$ cat config.mk
export PLATFORM = sky130hd
export DESIGN_NAME = carrier_mixer
export DESIGN_NICKNAME = d
export VERILOG_FILES = /design/src/rtl/carrier_mixer_pkg.sv /design/src/rtl/carrier_mixer_round_sat.sv /design/src/rtl/carrier_mixer.sv
export SDC_FILE = /design/constraint.sdc
export NUM_CORES = 1
export LEC_CHECK = 0
export ABC_CLOCK_PERIOD_IN_PS = 12400
export BUFFER_PORTS_ARGS = -buffer_cell sky130_fd_sc_hd__buf_2
export CORE_ASPECT_RATIO = 1.25
export CORE_UTILIZATION = 28
export CTS_CLUSTER_DIAMETER = 150
export DETAILED_ROUTE_END_ITERATION = 6
export PLACE_DENSITY = 0.52
export SLEW_MARGIN = 5
export SYNTH_ARGS = -nofsm -noshare
export SYNTH_HDL_FRONTEND = slang
export SYNTH_SLANG_ARGS = --single-unit
$ cat constraint.sdc
create_clock -name clk -period 12.4 [get_ports clk]
set_clock_uncertainty 0.2 [all_clocks]
set_input_delay 0.62 -clock clk [delete_from_list [all_inputs] [get_ports clk]]
set_output_delay 0.62 -clock clk [all_outputs]
set_load 0.005 [all_outputs]
$ cat src/rtl/carrier_mixer_pkg.sv
// Shared widths and the round/negate/saturate helper for the carrier mixer.
package carrier_mixer_pkg;

    // Default widths, kept identical to the NCO cos/sin splitter instance.
    localparam int D_WIDTH_DEF = 12;
    localparam int C_WIDTH_DEF = 16;
    localparam int O_WIDTH_DEF = 16;
    localparam int SHIFT_DEF   = C_WIDTH_DEF - 1 - (O_WIDTH_DEF - D_WIDTH_DEF);

    // Working width for the helper; any product up to 62 bits fits without overflow.
    localparam int CALC_W = 64;

    typedef struct packed {
        logic                     sat;
        logic signed [CALC_W-1:0] value;
    } sat_round_t;

    // Round half toward +inf after an arithmetic right shift, optionally
    // negate, then clamp into a signed o_width range. The value field holds the
    // clamped result sign-extended to CALC_W bits.
    function automatic sat_round_t sat_round(
        input logic signed [CALC_W-1:0] prod,
        input int unsigned              shift,
        input int unsigned              o_width,
        input logic                     negate
    );
        logic signed [CALC_W-1:0] w_half;
        logic signed [CALC_W-1:0] w_rnd;
        logic signed [CALC_W-1:0] w_val;
        logic signed [CALC_W-1:0] w_max;
        logic signed [CALC_W-1:0] w_min;
        sat_round_t               w_res;
        w_half = 64'sd1 <<< (shift - 32'd1);
        w_rnd  = (prod + w_half) >>> shift;
        if (negate) begin
            w_val = -w_rnd;
        end else begin
            w_val = w_rnd;
        end
        w_max = (64'sd1 <<< (o_width - 32'd1)) - 64'sd1;
        w_min = -(64'sd1 <<< (o_width - 32'd1));
        if (w_val > w_max) begin
            w_res.sat   = 1'b1;
            w_res.value = w_max;
        end else if (w_val < w_min) begin
            w_res.sat   = 1'b1;
            w_res.value = w_min;
        end else begin
            w_res.sat   = 1'b0;
            w_res.value = w_val;
        end
        return w_res;
    endfunction

endpackage

$ cat src/rtl/carrier_mixer_round_sat.sv
// Single-rail output stage: round, optionally negate, saturate and register.
// o_sat is a same-cycle pulse so the parent can update its sticky flag on the
// same edge that loads o_data.
module mix_round_sat
    import carrier_mixer_pkg::*;
#(
    parameter int P_WIDTH = D_WIDTH_DEF + C_WIDTH_DEF,
    parameter int O_WIDTH = O_WIDTH_DEF,
    parameter int SHIFT   = SHIFT_DEF,
    parameter bit NEGATE  = 1'b0
) (
    input  logic                      clk,
    input  logic                      rst,
    input  logic                      i_valid,
    input  logic signed [P_WIDTH-1:0] i_prod,
    output logic signed [O_WIDTH-1:0] o_data,
    output logic                      o_sat
);

    logic signed [CALC_W-1:0]  w_prod_ext;
    sat_round_t                w_res;
    logic                      w_unused_hi;
    logic signed [O_WIDTH-1:0] r_data;

    assign w_prod_ext = CALC_W'(i_prod);

    // Rounded/saturated value for the product currently presented.
    always_comb begin
        w_res = sat_round(w_prod_ext, int'(SHIFT), int'(O_WIDTH), NEGATE);
    end

    // Upper bits are only sign extension of the clamped result.
    assign w_unused_hi = ^w_res.value[CALC_W-1:O_WIDTH];
    assign o_sat       = i_valid & w_res.sat;

    // Output register loads only for a valid product; otherwise holds.
    always_ff @(posedge clk or posedge rst) begin
        if (rst) begin
            r_data <= '0;
        end else if (i_valid) begin
            r_data <= w_res.value[O_WIDTH-1:0];
        end else begin
            r_data <= r_data;
        end
    end

    assign o_data = r_data;

endmodule

$ cat src/rtl/carrier_mixer.sv
// Pipelined complex down-conversion mixer: I = x*cos, Q = -x*sin, each rounded
// and saturated to O_WIDTH. Three register stages, valid-only streaming.
module carrier_mixer
    import carrier_mixer_pkg::*;
#(
    parameter int D_WIDTH = D_WIDTH_DEF,
    parameter int C_WIDTH = C_WIDTH_DEF,
    parameter int O_WIDTH = O_WIDTH_DEF,
    parameter int SHIFT   = SHIFT_DEF
) (
    input  logic                      clk,
    input  logic                      rst,
    input  logic signed [D_WIDTH-1:0] din,
    input  logic                      din_valid,
    input  logic signed [C_WIDTH-1:0] nco_cos,
    input  logic signed [C_WIDTH-1:0] nco_sin,
    input  logic                      nco_valid,
    input  logic                      sat_clear,
    output logic signed [O_WIDTH-1:0] i_out,
    output logic signed [O_WIDTH-1:0] q_out,
    output logic                      out_valid,
    output logic                      sat_flag
);

    localparam int P_WIDTH = D_WIDTH + C_WIDTH;

    if (SHIFT < 1) begin : g_bad_shift
        $error("carrier_mixer: SHIFT must be at least 1");
    end

    logic                      w_accept;
    logic                      w_sat_i;
    logic                      w_sat_q;

    logic signed [D_WIDTH-1:0] r_din;
    logic signed [C_WIDTH-1:0] r_cos;
    logic signed [C_WIDTH-1:0] r_sin;
    logic                      r_v1;
    logic signed [P_WIDTH-1:0] r_p_i;
    logic signed [P_WIDTH-1:0] r_p_s;
    logic                      r_v2;
    logic                      r_out_valid;
    logic                      r_sat_flag;

    assign w_accept = din_valid & nco_valid;

    // S1: capture a sample/carrier pair when both sides are qualified.
    always_ff @(posedge clk or posedge rst) begin
        if (rst) begin
            r_din <= '0;
            r_cos <= '0;
            r_sin <= '0;
            r_v1  <= 1'b0;
        end else begin
            r_v1 <= w_accept;
            if (w_accept) begin
                r_din <= din;
                r_cos <= nco_cos;
                r_sin <= nco_sin;
            end else begin
                r_din <= r_din;
                r_cos <= r_cos;
                r_sin <= r_sin;
            end
        end
    end

    // S2: full-width signed products, left here so they map onto DSP blocks.
    always_ff @(posedge clk or posedge rst) begin
        if (rst) begin
            r_p_i <= '0;
            r_p_s <= '0;
            r_v2  <= 1'b0;
        end else begin
            r_v2 <= r_v1;
            if (r_v1) begin
                r_p_i <= P_WIDTH'(r_din) * P_WIDTH'(r_cos);
                r_p_s <= P_WIDTH'(r_din) * P_WIDTH'(r_sin);
            end else begin
                r_p_i <= r_p_i;
                r_p_s <= r_p_s;
            end
        end
    end

    // S3: per-rail round/saturate; Q rail carries the negation.
    mix_round_sat #(
        .P_WIDTH (P_WIDTH),
        .O_WIDTH (O_WIDTH),
        .SHIFT   (SHIFT),
        .NEGATE  (1'b0)
    ) u_rail_i (
        .clk     (clk),
        .rst     (rst),
        .i_valid (r_v2),
        .i_prod  (r_p_i),
        .o_data  (i_out),
        .o_sat   (w_sat_i)
    );

    mix_round_sat #(
        .P_WIDTH (P_WIDTH),
        .O_WIDTH (O_WIDTH),
        .SHIFT   (SHIFT),
        .NEGATE  (1'b1)
    ) u_rail_q (
        .clk     (clk),
        .rst     (rst),
        .i_valid (r_v2),
        .i_prod  (r_p_s),
        .o_data  (q_out),
        .o_sat   (w_sat_q)
    );

    // S3 valid and sticky saturation flag; a new saturation beats a clear.
    always_ff @(posedge clk or posedge rst) begin
        if (rst) begin
            r_out_valid <= 1'b0;
            r_sat_flag  <= 1'b0;
        end else begin
            r_out_valid <= r_v2;
            if (w_sat_i | w_sat_q) begin
                r_sat_flag <= 1'b1;
            end else if (sat_clear) begin
                r_sat_flag <= 1'b0;
            end else begin
                r_sat_flag <= r_sat_flag;
            end
        end
    end

    assign out_valid = r_out_valid;
    assign sat_flag  = r_sat_flag;

endmodule
* After elaboration in Yosys (flattened, before gate mapping)
Index checks and enable logic that the tools add are counted.
Cells by class: add/sub/neg operators 3, multiply operators 2, magnitude comparators 4, mux-type cells 6, bitwise operators 4, reductions and logical operators 1
Operator list (number):
- two-way mux 65 bit | 4
- > comparator 64 x 16 -> 1 bit, second input constant | 1
- < comparator 64 x 16 -> 1 bit, second input constant | 1
- negation 18 -> 64 bit | 1
- adder 28 x 12 -> 29 bit, second input constant | 2
- multiplier 12 x 16 -> 28 bit | 2
- > comparator 18 x 16 -> 1 bit, second input constant | 1
- < comparator 18 x 16 -> 1 bit, second input constant | 1
- AND 1 bit | 3
- two-way mux 1 bit | 2
- nonzero test 2 bit | 1
- bitwise OR 1 bit | 1
Storage, ports and cells: bits in registers 136, input port bits 49

* Longest topological paths before layout
word-level depth 8, mapped depth 21, gate-level depth less buffers 20

* Hierarchy
A second synthesis with hierarchy kept.
Unflattened totals: cell total of the unflattened synthesis 2284, area, all modules 21234.1 um^2
Modules (own cells, without submodules):
- carrier_mixer | times used 1, cells each 1884, area each 17808.3 um^2, sequential area each 2602.5 um^2
- mix_round_sat (u_rail_q) | times used 1, cells each 270, area each 2253.4 um^2, sequential area each 400.4 um^2
- mix_round_sat (u_rail_i) | times used 1, cells each 130, area each 1172.4 um^2, sequential area each 400.4 um^2

* Worst setup path after synthesis
Ideal clock, no wire load.
kind reg2reg, start reg r_din[11], end reg r_p_i[26], library setup time 0.126 ns, arrival time 6.154 ns, data required time 12.074 ns, setup slack 5.920 ns, cell stages (with the launch flop) 21, buffers on the path 2, clock period less this slack 6.480 ns, cells stage by stage dfrtp_1 -> clkbuf_1 -> inv_1 -> clkbuf_1 -> nor2_1 -> fa_1 -> inv_1 -> fa_1 -> fa_1 -> fa_1 -> fa_1 -> inv_1 -> ha_1 -> a21oi_1 -> o22ai_1 -> a211o_1 -> o41ai_1 -> o21ai_0 -> o21ai_0 -> mux2_2 -> a221o_1
On the way: longest elaborated chain between the ends 1
Ends and longest elaborated chain:
- start, declared | RTL line carrier_mixer.sv:35 | logic signed [D_WIDTH-1:0] r_din;
- start signal, assigned | RTL line carrier_mixer.sv:57 | r_din <= din;
- start signal, assigned | RTL line carrier_mixer.sv:61 | r_din <= r_din;
- multiplier 12 x 16 -> 28 bit | RTL line carrier_mixer.sv:77 | r_p_i <= P_WIDTH'(r_din) * P_WIDTH'(r_cos);
- end signal, assigned | RTL line carrier_mixer.sv:77
- end signal, assigned | RTL line carrier_mixer.sv:80 | r_p_i <= r_p_i;
- end, declared | RTL line carrier_mixer.sv:39 | logic signed [P_WIDTH-1:0] r_p_i;
Every way passes these cells. A chain may end at the register's enable or synchronous reset.

* Worst setup path after layout
start reg r_din[4], end reg r_p_i[26]
The elaborated chain is that of the path after synthesis.

==> flow_summary_export.csv <==
group,metric,value,unit
run_status,status,"complete, no violations",
critical_path,cp-end-kind,"flop",
cells_and_area,multiInputGateArea,14500,um^2
timing,finalCritPeriodShare,57.6,%
timing,tns,0,ps
synth,synth-edff-count,0,
routing,drt_wl_total,47300,um
clock_network,cts_root_buffer,"clkbuf_16",
synth,yosys_warnings,0,
synth,ys.flop_type,"dfrtp_1",
timing,min_period,7140,ps
timing,hold_slack,12.9,ps
routing,drc,0,
synth,avgSynthCellArea,9.53,um^2
synth,synth_area,19300,um^2
placement,gp_congestion,0.821,
cells_and_area,regArea,2900,um^2
clock_network,clkLatencyLatePin,470,ps
cells_and_area,diodes,0,
routing,route.met3.wl,1780,um
routing,wire_per_inst,16.2,um
critical_path,crit_path_frequent_cell,"fa_1",
critical_path,crit_path_max_fanout,17,
routing,met2WireLength,24200,um
routing,detail-route-antenna-nets,0,
cells_and_area,fin_nets,2564,
clock_network,clockBufferDepth,2,
cells_and_area,syn_to_final_growth,9.18,%
floorplanning,initial_utilization,28.3,%
cells_and_area,drive_gt1_share,11.1,%
routing,via_per_inst,4.63,
critical_path,r2r_slack,5260,ps
synth,synthArstFlopShare,100,%
critical_path,cp.required,12550,ps
routing,drtPass1Iterations,5,
global_route,grt_max_degree,74,
routing,vias,13500,
clock_network,cts_buffers,17,
synth,synth_seq_area_share,15.1,%
synth,synth_fp_nets,2553,
critical_path,path_cells,"buf_4, nand2_1, fa_1, fa_1, inv_1, fa_1, inv_1, fa_1, inv_1, fa_1, ha_1, a21o_1, a21oi_1, o22ai_1, a211o_1, o41ai_1, o21ai_0, o21ai_0, mux2_2, a221o_1",
min_path,hp-class,"in2async",
routing,met1_length,19900,um
global_route,grt_pass1_vias,15000,
critical_path,r2r_start,"r_din[4]",
timing,fmax,140,MHz
routing,drtIter0Drc,639,
clock_network,cts_sinks,116,
floorplanning,dieArea,69800,um^2
routing,routed.top_layer,"met5",
synth,synth_top_cell_area_share,36.6,%
clock_network,post_cts_buffers,0,
clock_network,cts_tree,"yes",
floorplanning,io_pins,83,
clock_network,cts_htree_levels,4,
clock_network,clkTransAtPathRegs,60,ps
cells_and_area,fillers,7053,
floorplanning,chipWidth,237,um
floorplanning,rows,107,
synth,yosysMostFrequentCell,"inv_1",
timing,final-setup-viol-count,0,
critical_path,critPathLaunchType,"flop",
clock_network,ctsResizeCount,0,
synth,ys_seq_elements,116,
timing,slew_headroom,28.9,%
floorplanning,die_h,295,um
synth,synth_top_area_cell,"fa_1",
critical_path,cpMaxStageDelayCell,"dfrtp_1",
timing,rsz0062_at_grt,"false",
synth,synthCells,2021,
synth,synthTopCellsByCount,"372 x inv_1, 352 x fa_1, 266 x nand2_1",
placement,hpwlAfterDp,38500,um
global_route,grt_pass1_wl,79800,um
critical_path,ff2ff_path_depth,20,
synth,synthTopCellsByArea,"fa_1 37%, dfrtp_1 15%, ha_1 8.5%, inv_1 7.3%, nand2_1 5.2%",
critical_path,worstSetupPathType,"reg2reg",
critical_path,arrival,7290,ps
timing,slew_viol_final,0,
critical_path,slowest_delay,660,ps
flow_run,max_cap_violations,0,
critical_path,r2r-end,"r_p_i[26]",
synth,synth_cell_types,84,
timing,tightest_slew,1060,ps
floorplanning,coreArea,68100,um^2
placement,io_buffers,82,
global_route,grt_usage,14.6,%
global_route,grt-ovfl-total,0,
clock_network,ctsHoldBuffers,0,
cells_and_area,utilization,30.8,%
global_route,antenna_found_initial,1,
timing,hold_violations,0,
-- worst max path at each step --
stage,from,to,slack (ps),cells past startpoint
floorplan,r_din[11],r_p_i[26],5920,20
detailed placement,r_din[4],r_p_i[26],5240,20
CTS,r_din[4],r_p_i[26],5200,20
global placement,r_din[4],r_p_i[26],5390,20
finish,r_din[4],r_p_i[26],5260,20
global route,r_din[4],r_p_i[26],4740,20
-- flip-flops by register name (all words and copies together) (netlist names) --
name             flops
out_valid            1
r_din               12
r_cos               16
r_v1                 1
r_p_s               18
r_p_i               18
u_rail_q.o_data     16
u_rail_i.o_data     16
r_sin               16
sat_flag             1
r_v2                 1
-- through the flow --
step / instances / setup slack [ps] / cell area [um^2]
floorplan: 2021 / 5920 / 19300
global placement: 2885 / 5390 / 20400
detailed placement: 2885 / 5240 / 20400
CTS: 2917 / 5200 / 21000
global route: 2917 / 4740 / 21000
finish: 2917 / 5260 / 21000
-- kinds of logic after synthesis --
logic type	synth area share (%)
muxes	3.93
buffers and inverters	9.68
and+or+nand+nor	15.9
xor gates and xnor gates	3.95
adders and majority gates	45.1
AOI/OAI and AO/OA	6.37
DFF	15.1
-- placed cells by master, fill, tap and decap left out, types with 17 or more instances in the layout --
cell and count:
buf_4 17, a21oi_1 56, xnor2_1 63, nor2b_1 21, and2_1 124, fa_1 352, mux2_2 64, ha_1 131
buf_2 82, nand2_1 265, nand2b_1 23, dfrtp_1 115, clkbuf_16 17, inv_1 371, nor2_1 53, o21ai_0 27
xor2_1 22, nand3_1 36
-- metal layers --
metal	track usage (%)	vias to the layer above
met4	5.48	2
met5	0	-
met3	2.57	70
li1	-	6263
met1	17.4	6931
met2	26.0	249
-- critical path: cells and delay by family (launching register included) --
kind / cells / cell delay, ps
buffers and inverters: 4 / 500
AOI/OAI and AO/OA: 8 / 2280
DFF: 1 / 660
adders and majority gates: 6 / 2910
and+or+nand+nor: 1 / 110
muxes: 1 / 370
-- layout make-up --
type                    instances  area share (%)
multi-input cells            1424            68.9
flip-flops and latches        116            13.8
inverters                     374            6.69
well taps                     872            5.19
repair buffers                 99            2.56
clock buffers                  19            2.11
clock inverters                13           0.708
Power is left out: the tool's default activity adds up to more than one toggle a clock period on the data nets, which glitch-free logic cannot reach.
